==> config.mk <==
export PLATFORM = sky130hd
export DESIGN_NAME = decoder_nto2n_seq_flat
export DESIGN_NICKNAME = d
export VERILOG_FILES = /design/src/rtl/decoder_nto2n_seq_if.sv /design/src/rtl/decoder_nto2n_seq.sv /design/src/flat_wrapper.sv
export SDC_FILE = /design/constraint.sdc
export NUM_CORES = 1
export LEC_CHECK = 0
export CORE_ASPECT_RATIO = 0.8
export CORE_UTILIZATION = 40
export CTS_CLUSTER_DIAMETER = 200
export DETAILED_ROUTE_END_ITERATION = 16
export DONT_BUFFER_PORTS = 1
export PLACE_DENSITY_LB_ADDON = 0.05
export SETUP_SLACK_MARGIN = 0.02
export SYNTH_ARGS = -nofsm -noshare
export SYNTH_HDL_FRONTEND = slang
export SYNTH_SLANG_ARGS = --single-unit
==> constraint.sdc <==
create_clock -name clk -period 1.8 [get_ports clk]
set_clock_uncertainty 0.15 [all_clocks]
set_input_delay 0.36 -clock clk [delete_from_list [all_inputs] [get_ports clk]]
set_output_delay 0.36 -clock clk [all_outputs]
set_load 0.01 [all_outputs]
==> src/rtl/decoder_nto2n_seq_if.sv <==
// Request/response bundle for decoder_nto2n_seq: request strobe, start index,
// mode and burst length in; one-hot write enable, busy and done out.
interface decoder_nto2n_seq_if #(
    parameter int N = 3
);
    localparam int W = 1 << N;

    logic         i_en;
    logic [N-1:0] i_sel;
    logic         i_burst;
    logic [N:0]   i_len;
    logic [W-1:0] o_out;
    logic         o_busy;
    logic         o_done;

    modport master (
        output i_en, i_sel, i_burst, i_len,
        input  o_out, o_busy, o_done
    );

    modport slave (
        input  i_en, i_sel, i_burst, i_len,
        output o_out, o_busy, o_done
    );
endinterface

==> src/rtl/decoder_nto2n_seq.sv <==
// Registered N-to-2^N one-hot write-enable decoder with single-shot and wrapping burst modes.
// Optional DECODER_ZERO_REG_EN: top output bit (zero register) is never asserted.
//
// state | meaning
// IDLE  | accepts a request; emits a single beat or the first beat of a burst
// BURST | walks idx+1 each cycle until rem hits zero; inputs ignored
module decoder_nto2n_seq #(
    parameter int N = 3
) (
    input  logic                clk,
    input  logic                reset,
    decoder_nto2n_seq_if.slave  bus
);
    localparam int W = 1 << N;
    localparam logic [N:0]   LEN_ONE = (N+1)'(1);
    localparam logic [N-1:0] IDX_ONE = N'(1);

    typedef enum logic {IDLE, BURST} state_t;

    state_t       r_state, w_state_nx;
    logic [N-1:0] r_idx, w_idx_nx;
    logic [N:0]   r_rem, w_rem_nx;
    logic [W-1:0] r_out, w_out_nx;
    logic         r_done, w_done_nx;

    function automatic logic [W-1:0] f_decode(input logic [N-1:0] idx);
        logic [W-1:0] v;
        v      = '0;
        v[idx] = 1'b1;
`ifdef DECODER_ZERO_REG_EN
        // Beat still consumes its slot; only the enable is suppressed.
        v[W-1] = 1'b0;
`else
`endif
        return v;
    endfunction

    always_ff @(posedge clk or posedge reset) begin
        if (reset) begin
            r_state <= IDLE;
            r_idx   <= '0;
            r_rem   <= '0;
            r_out   <= '0;
            r_done  <= 1'b0;
        end else begin
            r_state <= w_state_nx;
            r_idx   <= w_idx_nx;
            r_rem   <= w_rem_nx;
            r_out   <= w_out_nx;
            r_done  <= w_done_nx;
        end
    end

    always_comb begin
        w_state_nx = r_state;
        w_idx_nx   = r_idx;
        w_rem_nx   = r_rem;
        w_out_nx   = '0;
        w_done_nx  = 1'b0;
        case (r_state)
            IDLE: begin
                if (bus.i_en) begin
                    if (!bus.i_burst) begin
                        w_out_nx  = f_decode(bus.i_sel);
                        w_done_nx = 1'b1;
                    end else if (bus.i_len != '0) begin
                        w_out_nx = f_decode(bus.i_sel);
                        w_idx_nx = bus.i_sel;
                        w_rem_nx = bus.i_len - LEN_ONE;
                        if (bus.i_len == LEN_ONE)
                            w_done_nx = 1'b1;
                        else
                            w_state_nx = BURST;
                    end
                end
            end
            BURST: begin
                // idx is N bits wide, so the increment wraps modulo 2^N for free.
                w_idx_nx = r_idx + IDX_ONE;
                w_out_nx = f_decode(w_idx_nx);
                w_rem_nx = r_rem - LEN_ONE;
                if (r_rem == LEN_ONE) begin
                    w_done_nx  = 1'b1;
                    w_state_nx = IDLE;
                end
            end
            default: w_state_nx = IDLE;
        endcase
    end

    assign bus.o_out  = r_out;
    assign bus.o_done = r_done;
    assign bus.o_busy = (r_state == BURST);
endmodule

==> src/flat_wrapper.sv <==
// flat-port wrapper written by rule: the top's interface ports become plain ports
module decoder_nto2n_seq_flat 
#(
    parameter int N = 3
)
  (clk, reset, bus_i_en, bus_i_sel, bus_i_burst, bus_i_len, bus_o_out, bus_o_busy, bus_o_done);
  decoder_nto2n_seq_if #(.N(N)) bus_i ();
  input  logic clk;
  input  logic reset;
  input wire logic [$bits(bus_i.i_en)-1:0] bus_i_en;
  input wire logic [$bits(bus_i.i_sel)-1:0] bus_i_sel;
  input wire logic [$bits(bus_i.i_burst)-1:0] bus_i_burst;
  input wire logic [$bits(bus_i.i_len)-1:0] bus_i_len;
  output wire logic [$bits(bus_i.o_out)-1:0] bus_o_out;
  output wire logic [$bits(bus_i.o_busy)-1:0] bus_o_busy;
  output wire logic [$bits(bus_i.o_done)-1:0] bus_o_done;
  assign bus_i.i_en = bus_i_en;
  assign bus_i.i_sel = bus_i_sel;
  assign bus_i.i_burst = bus_i_burst;
  assign bus_i.i_len = bus_i_len;
  assign bus_o_out = bus_i.o_out;
  assign bus_o_busy = bus_i.o_busy;
  assign bus_o_done = bus_i.o_done;
  decoder_nto2n_seq #(.N(N)) u_core (.clk(clk), .reset(reset), .bus(bus_i));
endmodule
# [Yosys cells after proc, flatten, opt, wreduce, memory -nomap -nowiden]
# Cells that the tools add are included.
[classes] div_mod_pow=0 n_eq_ne=5 n_mul=0 reduce_logical=4 shifts=0 bitwise=1 addsub=3 muxes=28 magnitude_cmp=4
[op_table] cell="$mux 8" n=3
[op_table] cell="$pmux 8 s2" n=1
[op_table] cell="$mux 1" n=12
[op_table] cell="$mux 4" n=3
[op_table] cell="$mux 3" n=3
[op_table] cell="$eq 4x1->1 const B" n=2
[op_table] cell="$lt 3x4->1 const B" n=2
[op_table] cell="$pmux 4 s2" n=1
[op_table] cell="$sub 4x1->4 const B" n=2
[op_table] cell="$demux 1 s3" n=2
[op_table] cell="$ge 3x1->1 const B" n=2
[op_table] cell="$pmux 3 s2" n=1
[op_table] cell="$ne 2x2->1 const B" n=2
[op_table] cell="$pmux 1 s2" n=2
[op_table] cell="$reduce_bool 4->1" n=1
[op_table] cell="$add 3x1->3 const B" n=1
[op_table] cell="$reduce_and 3->1" n=1
[op_table] cell="$logic_and 1x1->1" n=2
[op_table] cell="$ne 2x1->1 const B" n=1
[op_table] cell="$not 1->1" n=1
[word_totals] word_cells=50 mem_count=0 in_bits=11 latchBits=0 ram_bits=0 reg_bits=17 romBits=0

# [Logic depth before layout (Yosys ltp)]
# Gate-level depths: netlist (run 1).
[depth] ltp_word=8 ltp_mapped=6 mapped_depth_nobuf=5

# [Least setup slack after synthesis (run 1)]
# No wires, ideal clock.
[synth_timing] path_type="input to register" startpoint="input port bus_i_len[0]" endpoint="register u_core.r_out[6] (netlist: u_core.bus.o_out[6])" cell_stages=6 setup_time_ns=0.134 path_buffers=1 arrival_ns=1.372 required_time_ns=1.516 setup_slack_ns=0.144 cell_sequence="inv_1 ha_1 or3b_1 buf_6 o211ai_4 o22ai_1"
[synth_via] elab_chain_cells=5
[synth_rtl] element="start, declared" line="flat_wrapper.sv:13" rtl="input wire logic [$bits(bus_i.i_len)-1:0] bus_i_len;"
[synth_rtl] element="$reduce_bool 4->1" line="decoder_nto2n_seq.sv:66" rtl="end else if (bus.i_len != '0) begin"
[synth_rtl] element="$mux 8" line="decoder_nto2n_seq.sv:66"
[synth_rtl] element="$mux 8" line="decoder_nto2n_seq.sv:63" rtl="if (!bus.i_burst) begin"
[synth_rtl] element="$mux 8" line="decoder_nto2n_seq.sv:62" rtl="if (bus.i_en) begin"
[synth_rtl] element="$pmux 8 s2" line="decoder_nto2n_seq.sv:60" rtl="case (r_state)"
[synth_rtl] element="named net u_core.w_out_nx[6]" line="decoder_nto2n_seq.sv:23" rtl="logic [W-1:0] r_out, w_out_nx;"
[synth_rtl] element="end signal, assigned" line="decoder_nto2n_seq.sv:49" rtl="r_out <= w_out_nx;"
[synth_rtl] element="end, declared" line="decoder_nto2n_seq.sv:23"
# The timed path passes the listed nets, and every way through them passes these cells.
# A chain may end at the register's enable or synchronous reset.

# [Worst setup path after layout (run 1)]
[layout_timing] startpoint="register u_core.r_state (netlist: u_core.bus.o_busy)" endpoint="output port bus_o_busy"
[layout_lines] element="start, declared" line="decoder_nto2n_seq.sv:20" rtl="state_t r_state, w_state_nx;"
[layout_lines] element="start signal, assigned" line="decoder_nto2n_seq.sv:46" rtl="r_state <= w_state_nx;"
[layout_lines] element="end, declared" line="flat_wrapper.sv:15" rtl="output wire logic [$bits(bus_i.o_busy)-1:0] bus_o_busy;"
# No word-level cell between the ends.

==> metrics, run 1 <==
Synth area leaders=dfrtp_1, ha_1, o211ai_4; final cell count without fillers=132; Comb power frac=0.435; NetSw=662.4 uW; Worst Path Max Fanout=13; mean post-synth cell area=10.12 um2; DRT Pass-1 Iters=10; dpl cells=127; worst hold slack=0.02747 ns; Top Ports=21; clk_lat worst skew=0.29 ns; most frequent cells after synthesis=dfrtp_1, inv_1, o21ai_0, o22ai_1; Crit Path Category=reg2out; Avg WL per Cell=15.81 um; die area=2711 um2; initial antenna violation count=0; drt total wl=2.087 mm; Setup TNS=0 ns; RSZ-0062 raised after global routing=false; Post-Layout Inst Area=1092 um2; GP Congestion=0.7749; largest family of logic cells by synthesized area=compound AO/OA/AOI/OAI gates; WP buf/inv=1; H-tree depth=1; Synth async-reset ratio=1.000; cell leakage power=0.5007 nW; Compound-Gate Fraction of Synth Area=0.2385; 1st-iter DRT viols=26; Hold Crit Depth=1; largest area contributor in the netlist=dfrtp_1; first-pass GRT wire length=3.298 mm; Root Driver=clkbuf_4; Critical Path, Cell by Cell=buf_4; synth unique cells=38; CTS resizes=0; hold endpoint=u_core.bus.o_out[1]; worst path arrival time=1.14 ns; R2R Path Start=u_core.r_idx[0]; Overflow after GRT=0; Post-Synth Adder-Cell Area=0.06242; pre-CTS WS=0.01685 ns; Initial Utilization=0.4450; via count=777; synthesized area=1002 um2; vias in the first global route=665; fin crit share=0.9158; cell with the most instances after synthesis=dfrtp_1; post-route ant nets=0; Mapped Cells=99; transition time of the tightest slew-check pin=0.6465 ns; fmax=0.6066 GHz; CTS tree=done; failing checks=design-rule violations; CTS buffer count=3; Sw Share=0.4010; minimum clock period=1.649 ns; slew margin rel.=0.5685; CP endpoint kind=output port; Req. time, crit path=1.29 ns; Reg2Reg Setup Slack=0.19 ns; Worst-path clk slew=0.11 ns; Worst VDD drop=0.0005475 V; P&R area growth vs syn=8.989%; pin count of the biggest net entering global routing=18; port buffer count=0; gr usage total=0.1714; type of the most critical hold path=in2reg; Max Cap Violations=0; Via density=5.886; Mapped Nets=115; FILL cells=210; P per Cell Area=1512 nW/um2; Yosys top cell area share=0.4245; status=finished with violations; Synth Register Bits=17; delay-heaviest family, CP=flip-flops; placed inst area=1055 um2; # Post-CTS Setup Buffers=0; nets=124; Slowest cell on crit path=dfrtp_1; clock network fraction of total power=0.126; final setup vio count=0; number of synthesized flops with an enable pin=0; CTS sink cnt=17; Internal=989.4 uW; simple-gate portion of the synthesized area=0.2097; Flop pwr share=0.439; number of cells on the worst reg-to-reg path=4; Yosys warning total=0; max incr delay on CP=0.61 ns; Die Y=46.77 um; Final Max Slew Viols=0; Hold Crit Start=bus_i_sel[2]; Worst Slack Setup Final=0.1515 ns; ANT cells=0; CORE AREA=2252 um2; Detailed Place HPWL=1.594 mm; Clock Path Buffers=2; mux share of post-synthesis cell area=0.009988; Top FF cell, synth=dfrtp_1; Die Wd=57.97 um; share of cells above drive strength 1=0.1682; XOR/XNOR Fraction of Synth Area=0.008739; drt drc=1; Hold Vio Cnt, Final=0; FP Rows=15; Setup crit start kind=register; register area share after synthesis=0.4245; r2r endpoint=u_core.bus.o_out[1]
## flip-flops by register name (all words and copies together), names as in the netlist
name and flops:
u_core.r_rem 4, u_core.bus.o_out 8, u_core.bus.o_done 1, u_core.bus.o_busy 1, u_core.r_idx 3
## cell families (layout without fill, tap and decap cells)
group	count (synthesis)	in the layout
compound gates	30	30
xor+xnor	1	1
flops	17	17
buf+inv	10	18
simple gates	35	35
mux	1	1
fa+ha+maj	5	5
## cells in the final DEF, fill, tap and decap left out, drive strengths merged
cell	instances
nor3b	1
a21oi	2
nor2	5
nand4	1
ha	5
o2bb2ai	1
or2	1
nand2b	1
o211ai	3
o32ai	2
o31a	2
nand3b	2
and2b	4
clkbuf	3
o22ai	6
or2b	3
a31oi	2
clkinv	1
mux2i	1
o31ai	1
o211a	1
inv	8
dfrtp	17
nand3	5
nor3	2
xor2	1
dlygate4sd3	1
a22oi	2
nand2	5
and2	1
a211oi	1
o21ai	6
buf	5
a22o	1
nor4	2
or3b	2
## stage by stage
stage	util	total power [mW]
global placement	0.4683	1.453
CTS	0.4850	1.663
finish	0.4850	1.652
detailed placement	0.4683	1.448
global route	0.4850	1.794
floorplan	-	1.245
## power by group through the flow
stage | sequential (mW) | clock (mW) | combinational, mW
global placement | 0.733 | 0 | 0.719
global route | 0.748 | 0.232 | 0.814
CTS | 0.725 | 0.215 | 0.723
floorplan | 0.691 | 0 | 0.555
finish | 0.725 | 0.208 | 0.719
detailed placement | 0.733 | 0 | 0.715
## metal layers
layer / GRT usage / wire [um]
met5: 0 / 0
met4: 0.04286 / 14
met3: 0.06336 / 141
met2: 0.2138 / 806
met1: 0.2702 / 1123
## how the worst max path moves through the flow
stage	cells after the start	slack (ns)	startpoint	to
6_report	1	0.15	u_core.bus.o_busy	bus_o_busy
5_1_grt	1	0.09	u_core.bus.o_busy	bus_o_busy
4_1_cts	1	0.14	u_core.bus.o_busy	bus_o_busy
3_5_place_dp	5	0.02	bus_i_len[0]	u_core.bus.o_out[6]
3_3_place_gp	5	0.05	bus_i_len[0]	u_core.bus.o_out[6]
2_1_floorplan	6	0.14	bus_i_len[0]	u_core.bus.o_out[6]
## layout make-up
| type | count | area [um2] | area share |
|---|---|---|---|
| clock inverter | 1 | 5.005 | 0.004582 |
| tap | 25 | 31.28 | 0.02864 |
| timing repair buffer | 6 | 47.55 | 0.04353 |
| inverter | 8 | 30.03 | 0.02749 |
| clock buffer | 3 | 22.52 | 0.02062 |
| sequential | 17 | 425.4 | 0.3895 |
| multi-input combinational | 72 | 530.5 | 0.4857 |
## timing repair
action / 4_1_cts / 5_1_grt
endpoints found under the setup margin: 0 / 0
hold buffers: 1 / 0
endpoints found under the hold margin: 17 / 0
(Power assumes the default switching activity.)
==> run 2, diff against run 1 <==
--- a/config.mk
+++ b/config.mk
@@ -5,9 +5,9 @@
 export SDC_FILE = /design/constraint.sdc
 export NUM_CORES = 1
 export LEC_CHECK = 0
-export CORE_ASPECT_RATIO = 0.8
 export CORE_UTILIZATION = 40
 export CTS_CLUSTER_DIAMETER = 200
+export CTS_CLUSTER_SIZE = 16
 export DETAILED_ROUTE_END_ITERATION = 16
 export DONT_BUFFER_PORTS = 1
 export PLACE_DENSITY_LB_ADDON = 0.05
==> run 2 against run 1 <==
Net effect:
- the run now ends clean
- non-clock buffer count grew 3
- global-route usage grew 0.95 points
- die area is essentially flat
- clock power grew 5%
==> metrics, run 2 (synthesized netlist as in run 1, its figures left out) <==
Crit Path Category=reg2reg; Hold Crit Start=bus_i_sel[0]; share of cells above drive strength 1=0.1545 (-0.01368); Worst-path clk slew=0.11 ns (about the same); post-route ant nets=0 (unchanged); fmax=0.6172 GHz (+1.7%); P&R area growth vs syn=12.61%; Setup TNS=0 ns (unchanged); transition time of the tightest slew-check pin=0.6529 ns (+0.006406 ns); CP endpoint kind=register; Critical Path, Cell by Cell=ha_1 > and2b_1 > or2b_1 > o32ai_1; status=finished clean; Via density=5.717 (-2.9%); Final Max Slew Viols=0 (unchanged); total power=1.644 mW (-0.47%); minimum clock period=1.620 ns (-0.02822 ns); CORE AREA=2276 um2 (+1.1%); Top Ports=21 (unchanged); vias in the first global route=707 (+6.3%); Initial Utilization=0.4404 (-0.004648); Hold Vio Cnt, Final=0 (unchanged); Worst VDD drop=0.0007510 V (+37%); cell leakage power=0.5124 nW (+2.3%); CTS tree=done; Root Driver=clkbuf_4; via count=789 (+1.5%); Reg2Reg Setup Slack=0.18 ns (about the same); Setup crit start kind=register; Max Cap Violations=0 (unchanged); hold endpoint=u_core.r_idx[0]; DRT Pass-1 Iters=4 (-6); CTS resizes=0 (unchanged); 1st-iter DRT viols=21 (-19%); R2R Path Start=u_core.r_idx[0]; type of the most critical hold path=in2reg; fin crit share=0.9002 (-0.01568); Req. time, crit path=1.85 ns (+0.56 ns); Die Y=52.06 um (+11%); Slowest cell on crit path=dfrtp_1; Die Wd=52.06 um (-10%); pin count of the biggest net entering global routing=18 (unchanged); worst path arrival time=1.67 ns (+0.53 ns); FP Rows=17 (+2); WP buf/inv=0 (-1); ANT cells=0 (unchanged); number of cells on the worst reg-to-reg path=4 (unchanged); Detailed Place HPWL=1.561 mm (-2.0%); Worst setup startpoint=u_core.r_idx[0]; RSZ-0062 raised after global routing=false; Overflow after GRT=0 (unchanged); P per Cell Area=1457 nW/um2 (-3.7%); drt total wl=2.121 mm (+1.6%); nets=127 (+2.4%); gr usage total=0.1809 (+0.009495); r2r endpoint=u_core.bus.o_out[1]; initial antenna violation count=0 (unchanged); Clock Path Buffers=2 (unchanged); Worst Path Max Fanout=3 (-10); Avg WL per Cell=15.37 um (-2.8%); max reg flops=8 (unchanged); max incr delay on CP=0.41 ns (-0.20 ns); die area=2710 um2 (about the same); clk_lat worst skew=0.31 ns (+0.02 ns); commonest non-fill, non-tap cell in the layout=dfrtp_1; most frequent cells in the layout=dfrtp_1, inv_1, o21ai_0, o22ai_1; slew margin rel.=0.5643 (-0.004276); final setup vio count=0 (unchanged); Hold Crit Depth=2 (+1); CTS buffer count=3 (unchanged); drt drc=0 (-1); first-pass GRT wire length=3.484 mm (+5.6%); port buffer count=0 (unchanged); H-tree depth=1 (unchanged); GP Congestion=0.8343 (+7.7%); delay-heaviest family, CP=simple AND/OR/NAND/NOR gates; CTS sink cnt=17 (unchanged)
-- run 2: timing repair --
item,4_1_cts,5_1_grt
endpoints found under the hold margin,18,1
setup buffers,0,0
hold buffers,3,2
setup endpoints to repair,0,0
-- run 2: area by class of cell --
cell class | instances | area (um2)
repair buffers | 9 | 80.08
flip-flops and latches | 17 | 425.4
inverters | 8 | 30.03
well taps | 28 | 35.03
fillers | 224 | 1147
clock inverters | 1 | 5.005
multi-input cells | 72 | 530.5
clock buffers | 3 | 22.52
-- run 2: metrics by stage --
step                cell area, um2  worst slack [ns]  utilization  instances  hold WS, ns
floorplan                     1002            0.1440            -         99       0.1361
global placement              1051           0.03984       0.4618        129       0.2301
detailed placement            1051           0.04335       0.4618        129       0.2253
CTS                           1109            0.1821       0.4871        136     0.006364
global route                  1129            0.1244       0.4959        138      0.05611
finish                        1129            0.1797       0.4959        138      0.04428
-- run 2: worst max-delay path by stage --
stage / to / slack, ns / cells after the start
floorplan: u_core.bus.o_out[6] / 0.14 / 6
global placement: u_core.bus.o_out[6] / 0.04 / 5
detailed placement: u_core.bus.o_out[6] / 0.04 / 5
CTS: u_core.bus.o_out[1] / 0.18 / 4
global route: u_core.bus.o_out[1] / 0.12 / 4
finish: u_core.bus.o_out[1] / 0.18 / 4
-- run 2: metal layers --
layer  part of all wire  GRT usage  vias to the layer above
li1                   -          -                      391
met2               0.43     0.2585                       32
met4             0.0080    0.04054                        0
met1               0.50     0.2523                      361
met5                  0          0                        -
met3              0.064    0.07310                        5
-- run 2: power by group --
| group | switching, mW | total, mW | internal (mW) |
|---|---|---|---|
| logic | 0.357 | 0.699 | 0.342 |
| registers | 0.177 | 0.726 | 0.549 |
| clock network | 0.136 | 0.219 | 0.0830 |
